$ cat src/rtl/axi_rd_arb.sv
// axi_rd_arb: two-requester (IFU = 0, LSU = 1) read arbiter in front of a single
// AXI4-lite read master port. One outstanding transaction, with a response watchdog.
// Optional macro YSYX_23060251_ARB_RR_EN: round-robin arbitration on contention.
// Without it, LSU has fixed priority over IFU.
module axi_rd_arb #(
    parameter int ADDR_W      = 32,
    parameter int DATA_W      = 32,
    parameter int TIMEOUT_CYC = 255
) (
    input  logic              clk_i,
    input  logic              rst_i,
    input  logic              ifu_ar_valid_i,
    input  logic [ADDR_W-1:0] ifu_ar_addr_i,
    output logic              ifu_ar_ready_o,
    output logic              ifu_r_valid_o,
    output logic [DATA_W-1:0] ifu_r_data_o,
    output logic [1:0]        ifu_r_resp_o,
    input  logic              ifu_r_ready_i,
    input  logic              lsu_ar_valid_i,
    input  logic [ADDR_W-1:0] lsu_ar_addr_i,
    output logic              lsu_ar_ready_o,
    output logic              lsu_r_valid_o,
    output logic [DATA_W-1:0] lsu_r_data_o,
    output logic [1:0]        lsu_r_resp_o,
    input  logic              lsu_r_ready_i,
    output logic              mst_ar_valid_o,
    output logic [ADDR_W-1:0] mst_ar_addr_o,
    input  logic              mst_ar_ready_i,
    input  logic              mst_r_valid_i,
    input  logic [DATA_W-1:0] mst_r_data_i,
    input  logic [1:0]        mst_r_resp_i,
    output logic              mst_r_ready_o
);

    localparam logic [1:0] S_IDLE = 2'd0;
    localparam logic [1:0] S_AR   = 2'd1;
    localparam logic [1:0] S_R    = 2'd2;
    localparam logic [1:0] S_TO   = 2'd3;

    localparam int CNT_W = (TIMEOUT_CYC > 0) ? $clog2(TIMEOUT_CYC + 1) : 1;
    // The counter reaches TIMEOUT_CYC on the edge where it leaves CNT_LIM.
    localparam logic [CNT_W-1:0] CNT_LIM = (TIMEOUT_CYC > 0) ? CNT_W'(TIMEOUT_CYC - 1) : '0;
    localparam logic [CNT_W-1:0] CNT_MAX = '1;

    logic [1:0]        state_q, state_d;
    logic              grant_q, grant_d;   // 0 = IFU, 1 = LSU
    logic [ADDR_W-1:0] addr_q, addr_d;
    logic [CNT_W-1:0]  cnt_q, cnt_d;
    logic              req_any;
    logic              pick_lsu;
    logic              gnt_r_ready;
    logic              r_hs;

`ifdef YSYX_23060251_ARB_RR_EN
    logic              last_q, last_d;     // 1 = LSU won the previous grant

    // Round-robin pick: on contention, grant whoever did not win last time.
    always_comb begin
        pick_lsu = lsu_ar_valid_i && (!ifu_ar_valid_i || !last_q);
    end

    // Last-winner register.
    always_ff @(posedge clk_i) begin
        if (rst_i) begin
            last_q <= 1'b1;
        end else begin
            last_q <= last_d;
        end
    end
`else
    // Fixed priority pick: LSU beats IFU.
    always_comb begin
        pick_lsu = lsu_ar_valid_i;
    end
`endif

    assign req_any     = ifu_ar_valid_i || lsu_ar_valid_i;
    assign gnt_r_ready = grant_q ? lsu_r_ready_i : ifu_r_ready_i;
    assign r_hs        = (state_q == S_R) && mst_r_valid_i && gnt_r_ready;

    // Next-state logic: grant, address latch, watchdog counter.
    always_comb begin
        state_d = state_q;
        grant_d = grant_q;
        addr_d  = addr_q;
        cnt_d   = cnt_q;
`ifdef YSYX_23060251_ARB_RR_EN
        last_d  = last_q;
`endif
        case (state_q)
            S_IDLE: begin
                if (req_any) begin
                    grant_d = pick_lsu;
                    addr_d  = pick_lsu ? lsu_ar_addr_i : ifu_ar_addr_i;
                    state_d = S_AR;
`ifdef YSYX_23060251_ARB_RR_EN
                    last_d  = pick_lsu;
`endif
                end
            end
            S_AR: begin
                if (mst_ar_ready_i) begin
                    state_d = S_R;
                    cnt_d   = '0;
                end
            end
            S_R: begin
                // A handshake wins over a simultaneous watchdog expiry.
                if (r_hs) begin
                    state_d = S_IDLE;
                end else begin
                    if (cnt_q != CNT_MAX) begin
                        cnt_d = cnt_q + 1'b1;
                    end
                    if ((TIMEOUT_CYC != 0) && (cnt_q >= CNT_LIM)) begin
                        state_d = S_TO;
                    end
                end
            end
            S_TO: begin
                if (gnt_r_ready) begin
                    state_d = S_IDLE;
                end
            end
            default: state_d = S_IDLE;
        endcase
    end

    // State registers.
    always_ff @(posedge clk_i) begin
        if (rst_i) begin
            state_q <= S_IDLE;
            grant_q <= 1'b0;
            addr_q  <= '0;
            cnt_q   <= '0;
        end else begin
            state_q <= state_d;
            grant_q <= grant_d;
            addr_q  <= addr_d;
            cnt_q   <= cnt_d;
        end
    end

    assign mst_ar_addr_o = addr_q;

    // Output decode: handshakes and response routing to the granted requester.
    always_comb begin
        ifu_ar_ready_o = 1'b0;
        lsu_ar_ready_o = 1'b0;
        ifu_r_valid_o  = 1'b0;
        ifu_r_data_o   = '0;
        ifu_r_resp_o   = 2'b00;
        lsu_r_valid_o  = 1'b0;
        lsu_r_data_o   = '0;
        lsu_r_resp_o   = 2'b00;
        mst_ar_valid_o = 1'b0;
        mst_r_ready_o  = 1'b0;
        case (state_q)
            S_IDLE: begin
                // Never acknowledge a request while reset is held.
                ifu_ar_ready_o = !rst_i && ifu_ar_valid_i && !pick_lsu;
                lsu_ar_ready_o = !rst_i && pick_lsu;
            end
            S_AR: begin
                mst_ar_valid_o = 1'b1;
            end
            S_R: begin
                mst_r_ready_o = gnt_r_ready;
                if (grant_q) begin
                    lsu_r_valid_o = mst_r_valid_i;
                    lsu_r_data_o  = mst_r_data_i;
                    lsu_r_resp_o  = mst_r_resp_i;
                end else begin
                    ifu_r_valid_o = mst_r_valid_i;
                    ifu_r_data_o  = mst_r_data_i;
                    ifu_r_resp_o  = mst_r_resp_i;
                end
            end
            S_TO: begin
                // Forced SLVERR; keep R ready high so a late beat is drained.
                mst_r_ready_o = 1'b1;
                if (grant_q) begin
                    lsu_r_valid_o = 1'b1;
                    lsu_r_resp_o  = 2'b10;
                end else begin
                    ifu_r_valid_o = 1'b1;
                    ifu_r_resp_o  = 2'b10;
                end
            end
            default: begin
                mst_r_ready_o = 1'b0;
            end
        endcase
    end

endmodule
$ cat config.mk
export PLATFORM = sky130hd
export DESIGN_NAME = axi_rd_arb
export DESIGN_NICKNAME = d
export VERILOG_FILES = /design/src/rtl/axi_rd_arb.sv
export SDC_FILE = /design/constraint.sdc
export NUM_CORES = 1
export LEC_CHECK = 0
export BUFFER_PORTS_ARGS = -buffer_cell sky130_fd_sc_hd__buf_4
export CAP_MARGIN = 0
export CORE_ASPECT_RATIO = 1.25
export CORE_MARGIN = 10
export CORE_UTILIZATION = 30
export CTS_BUF_LIST = sky130_fd_sc_hd__clkbuf_8
export CTS_CLUSTER_SIZE = 30
export DETAILED_ROUTE_END_ITERATION = 16
export GPL_TIMING_DRIVEN = 0
export PLACE_DENSITY = 0.7
export SLEW_MARGIN = 25
export SYNTH_ARGS = -nofsm -noshare
export SYNTH_HDL_FRONTEND = slang
export SYNTH_SLANG_ARGS = --single-unit
$ cat constraint.sdc
create_clock -name clk_i -period 1.9 [get_ports clk_i]
set_input_delay 0.285 -clock clk_i [delete_from_list [all_inputs] [get_ports clk_i]]
set_output_delay 0.285 -clock clk_i [all_outputs]
set_load 0.02 [all_outputs]
==> flow_summary.toml <==
[outcome]
status = "complete, no violations"

[placed_design]
io_buffers = 210
dp_hpwl_mm = 10.4
gp_congestion = 0.843
dpl-instance-area_mm2 = 0.00435

[floorplanning]
fp.dieH_um = 125
die_w_um = 104
die_area_mm2 = 0.0129
io_pins = 212
core_mm2 = 0.00861
start_util = 0.305
num_rows = 38

[timing]
drv_slew = 0
rsz0062_at_grt = "true"
setup_viol = 0
fin_crit_sh = 0.952
fmax_mhz = 553
worst_pin_slew_ps = 513
hold_slack_ps = 312
finClkSkew_ps = 2.23
relSlewSlack = 0.658
hold_viol = 0
min_period_ps = 1810

[power_and_ir_drop]
ir_drop_v = 0.000440
seq_power_share = 0.373
comb_power_share = 0.363
internal_power_w = 0.00189
p_leak_nw = 2.22
p_sw_w = 0.000917
swShare = 0.327
power-per-cell-area_mw_per_mm2 = 624
clkPwrFrac = 0.264

[route]
drt_first_pass_iters = 4
via_count = 3266
drtIter0Drc = 147
drt_wl_total_mm = 12.0
postRouteAntennaNets = 0
drc = 0
wl_per_cell_um = 17.6
avgViaCountPerCell = 4.78

[global_route]
first_global_vias = 3416
grt_pass1_wl_mm = 18.5
overflow = 0
antenna_found_initial = 0
globalRouteTotalUtil = 0.173
grt_max_degree = 20

[setup_path]
arrival_ps = 1520
path_max_fanout = 10
worstPathRequired_ps = 1620
critPathLaunchType = "flip-flop"
path_class = "flip-flop to primary output"
crit_path_end_kind = "primary output"

[cts]
clk_pin_slew_ps = 80
cts_hold_buf = 0
numCtsBuffers = 5
htree_levels = 2
clk_latency_ps = 290
cts_setup_buffers = 0
cts_max_path_buffers = 2
root_buffer = "clkbuf_8"
cts_tree = "done"
clock_sinks = 43

[final_layout]
diodes = 0
syn_to_final_growth_pct = 71.6
multi_input_area_mm2 = 0.00164
final-seq-area_um2 = 861
finalNetCount = 670
drive_gt1_frac = 0.442
final_area_mm2 = 0.00450
fillers = 850

[yosys]
synthCells = 347
ys_warn_count = 0
synthArstFlopShare = 0
ys_seq_elements = 43
yosys_most_used_dff = "dfxtp_1"
synthesis.nets = 455
synth_area_per_cell_um2 = 7.55
netlist_area_mm2 = 0.00262
yosysSeqAreaShare = 0.328
synth_cell_types = 36
synth_edf_count = 0

[worst_hold_path]
hp-class = "primary input to flip-flop"

[run]
drv_cap = 0
-- per-layer routing --
metal,track usage,up-vias,share of wire
li1,-,1617,-
met1,0.188,1478,0.39
met2,0.317,167,0.50
met3,0.0621,4,0.11
met4,0.0250,0,0.0044
met5,0,-,0
-- cells in the mapped netlist (2+ instances only) --
master	instances	area (µm²)
a211o_1	2	17.5
mux2i_1	35	350
inv_1	2	7.51
or3_1	2	12.5
o31a_1	2	17.5
nand4_1	6	37.5
nor2b_1	3	18.8
o21bai_1	2	15.0
buf_1	2	7.51
nor2_1	107	402
clkbuf_1	17	63.8
o21ai_0	5	25.0
buf_2	11	55.1
a21oi_1	2	10.0
ha_1	2	25.0
a211oi_1	35	263
nand2_1	11	41.3
nor3_1	4	20.0
nand2b_1	35	219
nand3_1	4	20.0
dfxtp_1	43	861
-- logic make-up (layout without fill, tap and decap cells) --
| kind of cell | Yosys count | in the layout | share of synthesized area |
|---|---|---|---|
| and+or+nand+nor | 177 | 177 | 0.309 |
| AOI/OAI and AO/OA | 56 | 56 | 0.158 |
| DFF | 43 | 43 | 0.328 |
| muxes | 37 | 37 | 0.144 |
| buffers and inverters | 32 | 248 | 0.0511 |
| adders and majority gates | 2 | 2 | 0.00955 |
-- through the flow --
step	util	total power, W	setup WS (ps)	cells	TNS (ps)
after floorplan	-	0.00159	175	347	0
after global placement	0.505	0.00207	69.7	677	0
after detailed placement	0.505	0.00209	39.6	677	0
after CTS	0.520	0.00284	21.8	683	0
after global routing	0.523	0.00297	-2.81	683	-2.81
final	0.523	0.00281	92.1	683	0
-- state kept, by name (all words and copies together), names as in the netlist --
register       count
grant_q            1
state_q            2
mst_ar_addr_o     32
cnt_q              8
-- area by class of cell --
cell class	instances	share of cell area
clock inverters	2	0.00779
repair buffers	210	0.350
multi-input cells	272	0.366
well taps	120	0.0334
flip-flops and latches	43	0.191
plain buffers	28	0.0314
clock buffers	6	0.0184
inverters	2	0.00167
-- worst max-delay path: stages (launching register included) --
cell,delay [ps]
dfxtp_1,330
clkbuf_4,210
nand2b_2,140
clkbuf_4,220
nor2_2,170
buf_4,170
-- worst paths after layout --
kind | endpoint | slack, ps | start | cells past startpoint
min reg2reg | mst_ar_addr_o[23] | 500 | mst_ar_addr_o[23] | 2
min | state_q[0] | 310 | mst_ar_ready_i | 3
max | ifu_r_data_o[20] | 90 | state_q[1] | 5
max reg2reg | cnt_q[1] | 170 | grant_q | 4
-- cells in the final DEF (no fill, tap or decap), drive strengths merged --
| master | count |
|---|---|
| buf | 223 |
| nor2 | 107 |
| dfxtp | 43 |
| a211oi | 35 |
| mux2i | 35 |
| nand2b | 35 |
| clkbuf | 21 |
| nand2 | 11 |
| nand4 | 6 |
| o21ai | 6 |
| nand3 | 4 |
| nor3 | 4 |
| nor2b | 3 |
| a21oi | 3 |
| inv | 2 |
| a211o | 2 |
| o31a | 2 |
| o21bai | 2 |
| or3 | 2 |
| ha | 2 |
| mux2 | 2 |
| o21a | 1 |
| and2 | 1 |
| and3b | 1 |
| and4 | 1 |
| and3 | 1 |
| o2bb2ai | 1 |
| o221a | 1 |
| or3b | 1 |
| o211ai | 1 |
| a221oi | 1 |
| a41o | 1 |
| clkinv | 1 |
| bufinv | 1 |
-- power groups by stage --
stage               logic, W  clock network [W]  registers (W)
floorplan           0.000427                  0        0.00116
global placement     0.00101                  0        0.00106
detailed placement   0.00102                  0        0.00107
CTS                  0.00103           0.000771        0.00105
global route         0.00110           0.000808        0.00106
finish               0.00102           0.000740        0.00105
-- timing repair --
item                                    in CTS  in global routing
pin swaps                                    0                  0
resized for setup                           11                 15
endpoints found under the setup margin      62                 66
Power figures use the tool's default switching activity.
